File: src/rtl/mux41_rr_if.sv
// Bus bundle between the requesters and the round-robin mux arbiter:
// request/data lines in, grant/select/registered data out.
interface mux41_rr_if;
    logic [3:0] req;
    logic [3:0] in;
    logic [3:0] gnt;
    logic [1:0] sel;
    logic       valid;
    logic       out;

    // Requester side: drives requests and data, observes the grant.
    modport master (
        output req,
        output in,
        input  gnt,
        input  sel,
        input  valid,
        input  out
    );

    // Arbiter side: samples requests and data, drives grant, select and data.
    modport slave (
        input  req,
        input  in,
        output gnt,
        output sel,
        output valid,
        output out
    );
endinterface

File: src/rtl/mux41_rr_arbiter.sv
// Round-robin arbiter and select sequencer for a shared 4:1 bit mux.
// One requester holds the grant at a time. A tenure is capped at HOLD_MAX
// cycles only when somebody else is waiting. The selected data bit is
// re-registered so downstream logic sees a glitch-free output. Every output
// comes straight from a flop.
module mux41_rr_arbiter #(
    parameter int HOLD_MAX = 4,
    parameter int CNT_W    = 3
) (
    input  logic        clk,
    input  logic        rst,
    mux41_rr_if.slave   bus
);

    typedef enum logic [0:0] {
        ST_IDLE  = 1'b0,
        ST_GRANT = 1'b1
    } state_t;

    localparam logic [CNT_W-1:0] HOLD_MAX_C = CNT_W'(HOLD_MAX);
    localparam logic [CNT_W-1:0] CNT_ONE_C  = CNT_W'(1);

    state_t           state_r;
    logic [1:0]       ptr_r;
    logic [CNT_W-1:0] cnt_r;
    logic [3:0]       gnt_r;
    logic [1:0]       sel_r;
    logic             valid_r;
    logic             out_r;

    logic [1:0]       search_ptr_s;
    logic [3:0]       search_req_s;
    logic [2:0]       pick_s;
    logic             found_s;
    logic [1:0]       win_s;

    // First set request bit scanning p, p+1, p+2, p+3 (mod 4).
    // Returns {found, index}. The scan runs from the farthest offset down so
    // the nearest hit is the one left in the result.
    function automatic logic [2:0] rr_pick(input logic [3:0] r, input logic [1:0] p);
        logic [2:0] res;
        logic [1:0] idx;
        res = 3'b000;
        for (int i = 3; i >= 0; i--) begin
            idx = p + 2'(i);
            if (r[idx]) begin
                res = {1'b1, idx};
            end else begin
                res = res;
            end
        end
        return res;
    endfunction

    // Winner search. In IDLE the scan starts at ptr over all requests. In
    // GRANT it starts one past the current grantee and skips the grantee.
    // That start point is the pointer value a release or preemption commits,
    // so the same winner serves rules 1 and 2.
    always_comb begin
        search_ptr_s = ptr_r;
        search_req_s = bus.req;
        if (state_r == ST_GRANT) begin
            search_ptr_s = sel_r + 2'd1;
            search_req_s = bus.req & ~gnt_r;
        end else begin
            search_ptr_s = ptr_r;
            search_req_s = bus.req;
        end
        pick_s  = rr_pick(search_req_s, search_ptr_s);
        found_s = pick_s[2];
        win_s   = pick_s[1:0];
    end

    // Arbitration FSM with registered grant, select, valid and data outputs.
    always_ff @(posedge clk or posedge rst) begin
        if (rst) begin
            state_r <= ST_IDLE;
            ptr_r   <= 2'd0;
            cnt_r   <= '0;
            gnt_r   <= 4'b0000;
            sel_r   <= 2'd0;
            valid_r <= 1'b0;
            out_r   <= 1'b0;
        end else begin
            // Data follows the pre-edge select, so out lags sel by one cycle.
            out_r <= valid_r ? bus.in[sel_r] : 1'b0;
            case (state_r)
                ST_IDLE: begin
                    if (found_s) begin
                        gnt_r   <= 4'b0001 << win_s;
                        sel_r   <= win_s;
                        valid_r <= 1'b1;
                        cnt_r   <= CNT_ONE_C;
                        state_r <= ST_GRANT;
                    end else begin
                        state_r <= ST_IDLE;
                    end
                end
                ST_GRANT: begin
                    if (!bus.req[sel_r]) begin
                        // Release wins over a simultaneous hold expiry.
                        ptr_r <= sel_r + 2'd1;
                        if (found_s) begin
                            gnt_r   <= 4'b0001 << win_s;
                            sel_r   <= win_s;
                            valid_r <= 1'b1;
                            cnt_r   <= CNT_ONE_C;
                            state_r <= ST_GRANT;
                        end else begin
                            // sel is held so the last data bit can still drain.
                            gnt_r   <= 4'b0000;
                            valid_r <= 1'b0;
                            cnt_r   <= '0;
                            state_r <= ST_IDLE;
                        end
                    end else if ((cnt_r == HOLD_MAX_C) && found_s) begin
                        // Tenure expired with another requester waiting.
                        ptr_r   <= sel_r + 2'd1;
                        gnt_r   <= 4'b0001 << win_s;
                        sel_r   <= win_s;
                        valid_r <= 1'b1;
                        cnt_r   <= CNT_ONE_C;
                    end else if (cnt_r == HOLD_MAX_C) begin
                        // Lone requester: keep the grant, counter saturates.
                        cnt_r <= HOLD_MAX_C;
                    end else begin
                        cnt_r <= cnt_r + CNT_ONE_C;
                    end
                end
                default: begin
                    state_r <= ST_IDLE;
                    gnt_r   <= 4'b0000;
                    valid_r <= 1'b0;
                    cnt_r   <= '0;
                end
            endcase
        end
    end

    assign bus.gnt   = gnt_r;
    assign bus.sel   = sel_r;
    assign bus.valid = valid_r;
    assign bus.out   = out_r;

endmodule

File: src/flat_wrapper.sv
// flat-port wrapper written by rule: the top's interface ports become plain ports
module mux41_rr_arbiter_flat 
#(
    parameter int HOLD_MAX = 4,
    parameter int CNT_W    = 3
)
  (clk, rst, bus_req, bus_in, bus_gnt, bus_sel, bus_valid, bus_out);
  mux41_rr_if bus_i ();
  input  logic clk;
  input  logic rst;
  input wire logic [$bits(bus_i.req)-1:0] bus_req;
  input wire logic [$bits(bus_i.in)-1:0] bus_in;
  output wire logic [$bits(bus_i.gnt)-1:0] bus_gnt;
  output wire logic [$bits(bus_i.sel)-1:0] bus_sel;
  output wire logic [$bits(bus_i.valid)-1:0] bus_valid;
  output wire logic [$bits(bus_i.out)-1:0] bus_out;
  assign bus_i.req = bus_req;
  assign bus_i.in = bus_in;
  assign bus_gnt = bus_i.gnt;
  assign bus_sel = bus_i.sel;
  assign bus_valid = bus_i.valid;
  assign bus_out = bus_i.out;
  mux41_rr_arbiter #(.HOLD_MAX(HOLD_MAX), .CNT_W(CNT_W)) u_core (.clk(clk), .rst(rst), .bus(bus_i));
endmodule
File: config.mk
export PLATFORM = sky130hd
export DESIGN_NAME = mux41_rr_arbiter_flat
export DESIGN_NICKNAME = d
export VERILOG_FILES = /design/src/rtl/mux41_rr_if.sv /design/src/rtl/mux41_rr_arbiter.sv /design/src/flat_wrapper.sv
export SDC_FILE = /design/constraint.sdc
export NUM_CORES = 1
export LEC_CHECK = 0
export CAP_MARGIN = 5
export CORE_AREA = 3 3 48 50
export DETAILED_ROUTE_END_ITERATION = 10
export DIE_AREA = 0 0 51 53
export GPL_ROUTABILITY_DRIVEN = 0
export MAX_ROUTING_LAYER = met4
export PLACE_DENSITY = 0.74
export SLEW_MARGIN = 25
export SYNTH_ARGS = -nofsm -noshare
export SYNTH_HDL_FRONTEND = slang
export SYNTH_SLANG_ARGS = --single-unit
export TNS_END_PERCENT = 1
File: constraint.sdc
create_clock -name clk -period 2 [get_ports clk]
set_clock_uncertainty 0.1 [all_clocks]
set_input_delay 0.2 -clock clk [delete_from_list [all_inputs] [get_ports clk]]
set_output_delay 0.2 -clock clk [all_outputs]
set_load 0.02 [all_outputs]
==> results.rst <==
.. list-table::
   :header-rows: 1

   * - Metric
     - Value
   * - Rows
     - 16
   * - Via count of the routed design
     - 846
   * - Result of the run
     - finished, final reports clean
   * - Number of sinks driven by the clock tree
     - 14
   * - Depth of the worst register-to-register path
     - 5
   * - Number of instances in the synthesized netlist
     - 92
   * - Commonest non-fill, non-tap cell in the layout
     - clkdlybuf4s50_1
   * - Category of the critical setup timing path
     - flip-flop to flip-flop
   * - Top Ports
     - 18
   * - Number of global-route vias before repair
     - 859
   * - Classification of the worst-slack hold path
     - primary input to async pin
   * - Number of synthesis warnings
     - 0
   * - Total Die Area
     - 2700 sq um
   * - Crit path setup slack, layout
     - 154 ps
   * - Initial antenna violation count
     - 0
   * - Commonest non-fill, non-tap cells in the layout
     - clkdlybuf4s50_1 (17), dfrtp_1 (13), buf_4 (12)
   * - Chip width
     - 51 um
   * - Main area contributors after synthesis
     - dfrtp_1 (37%), mux4_1 (2.8%), nand2_1 (2.8%)
   * - Post-DR wirelength/cell
     - 15.7 um
   * - Type of element capturing the critical path
     - flip-flop
   * - H-tree level count
     - 1
   * - CP Data Arrival Time
     - 1930 ps
   * - Number of nets produced by synthesis
     - 104
   * - Async SR Flop Fraction
     - 100%
   * - Maximum VDD drop
     - 0.790 mV
   * - GRT Total Usage
     - 20.2%
   * - Cell accounting for the most synthesized area
     - dfrtp_1
   * - Post-route insts no fill
     - 149
   * - Setup repair after global routing missed its margin
     - no
   * - Final number of hold-violating endpoints
     - 0
   * - Flop-to-flop setup slack
     - 150 ps
   * - Post-route worst hold slack
     - 143 ps
   * - Count of flip-flops with a built-in enable after synthesis
     - 0
   * - Cell leakage power
     - 0.551 nW
   * - Final setup violation count
     - 0
   * - Count of port buffers added during placement
     - 17
   * - Synth-to-Final Area Change
     - 32.9%
   * - Number of nets in the layout
     - 135
   * - Root buf cell
     - clkbuf_4
   * - Fill cell total of the finished layout
     - 174
   * - Number of register bits inferred by synthesis
     - 14
   * - Area of the mapped netlist
     - 940 sq um
   * - Total count of max-transition violations in the final report
     - 0
   * - Pin count of the biggest net entering global routing
     - 15
   * - Final total negative setup slack
     - 0 ps
   * - Number of hold buffers added after CTS
     - 0
   * - Number of nets still failing antenna checks after routing
     - 0
   * - Fraction of layout cells with a size suffix above 1
     - 24.6%
   * - Worst reg2reg endpoint
     - u_core.bus.gnt[1]$_DFFE_PP0P_
   * - Detailed-route vias per instance
     - 5.68
   * - Global-route congestion overflow total
     - 0
   * - Pwr/cell area
     - 1500 nW/um^2
   * - Sequential share of the synthesized area
     - 37.3%
   * - Critical path launch point type
     - flip-flop
   * - Max Clock Freq
     - 542 MHz
   * - Slew of the pin with the lowest slew margin
     - 540 ps
   * - Clock buffer depth
     - 2
   * - Worst Setup Slack post-DPL
     - -129 ps
   * - Post-route DRC
     - 0
   * - Critical register-to-register path startpoint
     - u_core.bus.sel[1]$_DFFE_PP0P_
   * - Endpoint required time on the critical path
     - 2080 ps
   * - Post-synth cell types
     - 45
   * - Final HPWL DP
     - 1830 um
   * - Core Box Area
     - 1940 sq um
   * - Critical Path Fanout Max
     - 7
   * - Total CTS buffers
     - 3
   * - Y dimension of the die
     - 53 um
   * - Aggregate routed wire length
     - 2340 um
   * - Flip-flop cell with the highest count after synthesis
     - dfrtp_1
   * - Clock tree from TritonCTS
     - yes
   * - Number of DRC markers in iteration 0
     - 21
   * - Number of diodes
     - 0
   * - Initial core utilization
     - 48.4%
   * - First drt pass iteration count
     - 4
   * - Max-capacitance violation count
     - 0
   * - Clock-pin transition on the worst setup and hold timing paths
     - 90 ps
   * - Area share of the largest cell type after synthesis
     - 37.3%
   * - Source-to-sink clock delay at the later pin of the worst-skew pair
     - 290 ps
   * - # placed instances
     - 145
   * - Post-layout minimum cycle time
     - 1850 ps
   * - Final worst-path cycle share
     - 92.3%
   * - Tightest slew margin relative to the limit
     - 64.0%
   * - First-pass GRT wire length
     - 3940 um
   * - Post-synthesis area per instance
     - 10.2 sq um
## per-stage QoR
stage	power [mW]	area, sq um	util [%]
after floorplan	1.24	940	-
after global placement	1.60	1200	62.0
after detailed placement	1.65	1200	62.0
after CTS	1.87	1240	63.9
after global routing	2.01	1250	64.3
final	1.87	1250	64.3
## what timing repair did
action	4_1_cts	5_1_grt
buffers inserted	0	0
setup endpoints to repair	0	2
resized for setup	0	2
## where the power goes
group	switching (mW)	internal (mW)	leakage, nW
Combinational	0.526	0.578	0.361
Clock	0.0990	0.111	0.0210
Sequential	0.153	0.408	0.169
## critical path, stage by stage, from the launching register on
cell and delay [ps]:
dfrtp_1 530, xor2_2 230, nand4b_1 130, a41o_1 280
and4b_1 240, a22o_2 230
## routing by layer
metal	share of wire, %	up-vias	wire (um)	global-route usage, %
met5	0	-	0	-
met4	0.81	0	19	7.62
met3	4.5	3	105	3.10
met2	51	29	1190	32.2
met1	44	408	1030	26.1
li1	-	406	-	-
## Yosys cell counts, drive strengths merged, types with 3 or more instances
library cell  instances
dfrtp                14
nand2                 7
inv                   5
a21boi                4
a21oi                 4
nand3                 4
or2b                  4
a21o                  3
nand3b                3
o21ai                 3
o22ai                 3
## kinds of logic after synthesis
| kind of cell | Yosys count | share of synthesized area, % |
|---|---|---|
| AOI/OAI and AO/OA | 31 | 25.7 |
| xor gates and xnor gates | 1 | 0.932 |
| buffers and inverters | 9 | 5.72 |
| adders and majority gates | 2 | 2.66 |
| DFF | 14 | 37.3 |
| muxes | 5 | 8.52 |
| and+or+nand+nor | 30 | 19.2 |
## registers in the layout (all words and copies together) (netlist names)
signal,count
u_core.bus.gnt,4
u_core.cnt_r,3
u_core.bus.sel,2
u_core.ptr_r,2
u_core.bus.out,1
u_core.bus.valid,1
u_core.state_r,1
## worst max-delay path by stage
stage                                  startpoint                       endpoint  slack [ps]  depth (start not counted)
finish              u_core.bus.sel[1]$_DFFE_PP0P_  u_core.bus.gnt[1]$_DFFE_PP0P_         150                          5
CTS                 u_core.bus.sel[1]$_DFFE_PP0P_  u_core.bus.gnt[1]$_DFFE_PP0P_          90                          5
global route        u_core.bus.sel[1]$_DFFE_PP0P_  u_core.bus.gnt[0]$_DFFE_PP0P_          80                          5
global placement                       bus_req[0]    u_core.ptr_r[1]$_DFFE_PP0P_         -70                          6
floorplan           u_core.bus.sel[0]$_DFFE_PP0P_    u_core.ptr_r[1]$_DFFE_PP0P_         100                          4
detailed placement                     bus_req[3]    u_core.ptr_r[1]$_DFFE_PP0P_        -130                          6
## area by class of cell
| cell class | instances | area [sq um] | share of cell area, % |
|---|---|---|---|
| Multi-Input combinational cell | 69 | 543 | 43.5 |
| Sequential cell | 14 | 352 | 28.2 |
| Timing Repair Buffer | 29 | 260 | 20.8 |
| Clock buffer | 4 | 36.3 | 2.91 |
| Tap cell | 27 | 33.8 | 2.71 |
| Inverter | 6 | 23.8 | 1.90 |
(Power assumes the default switching activity.)
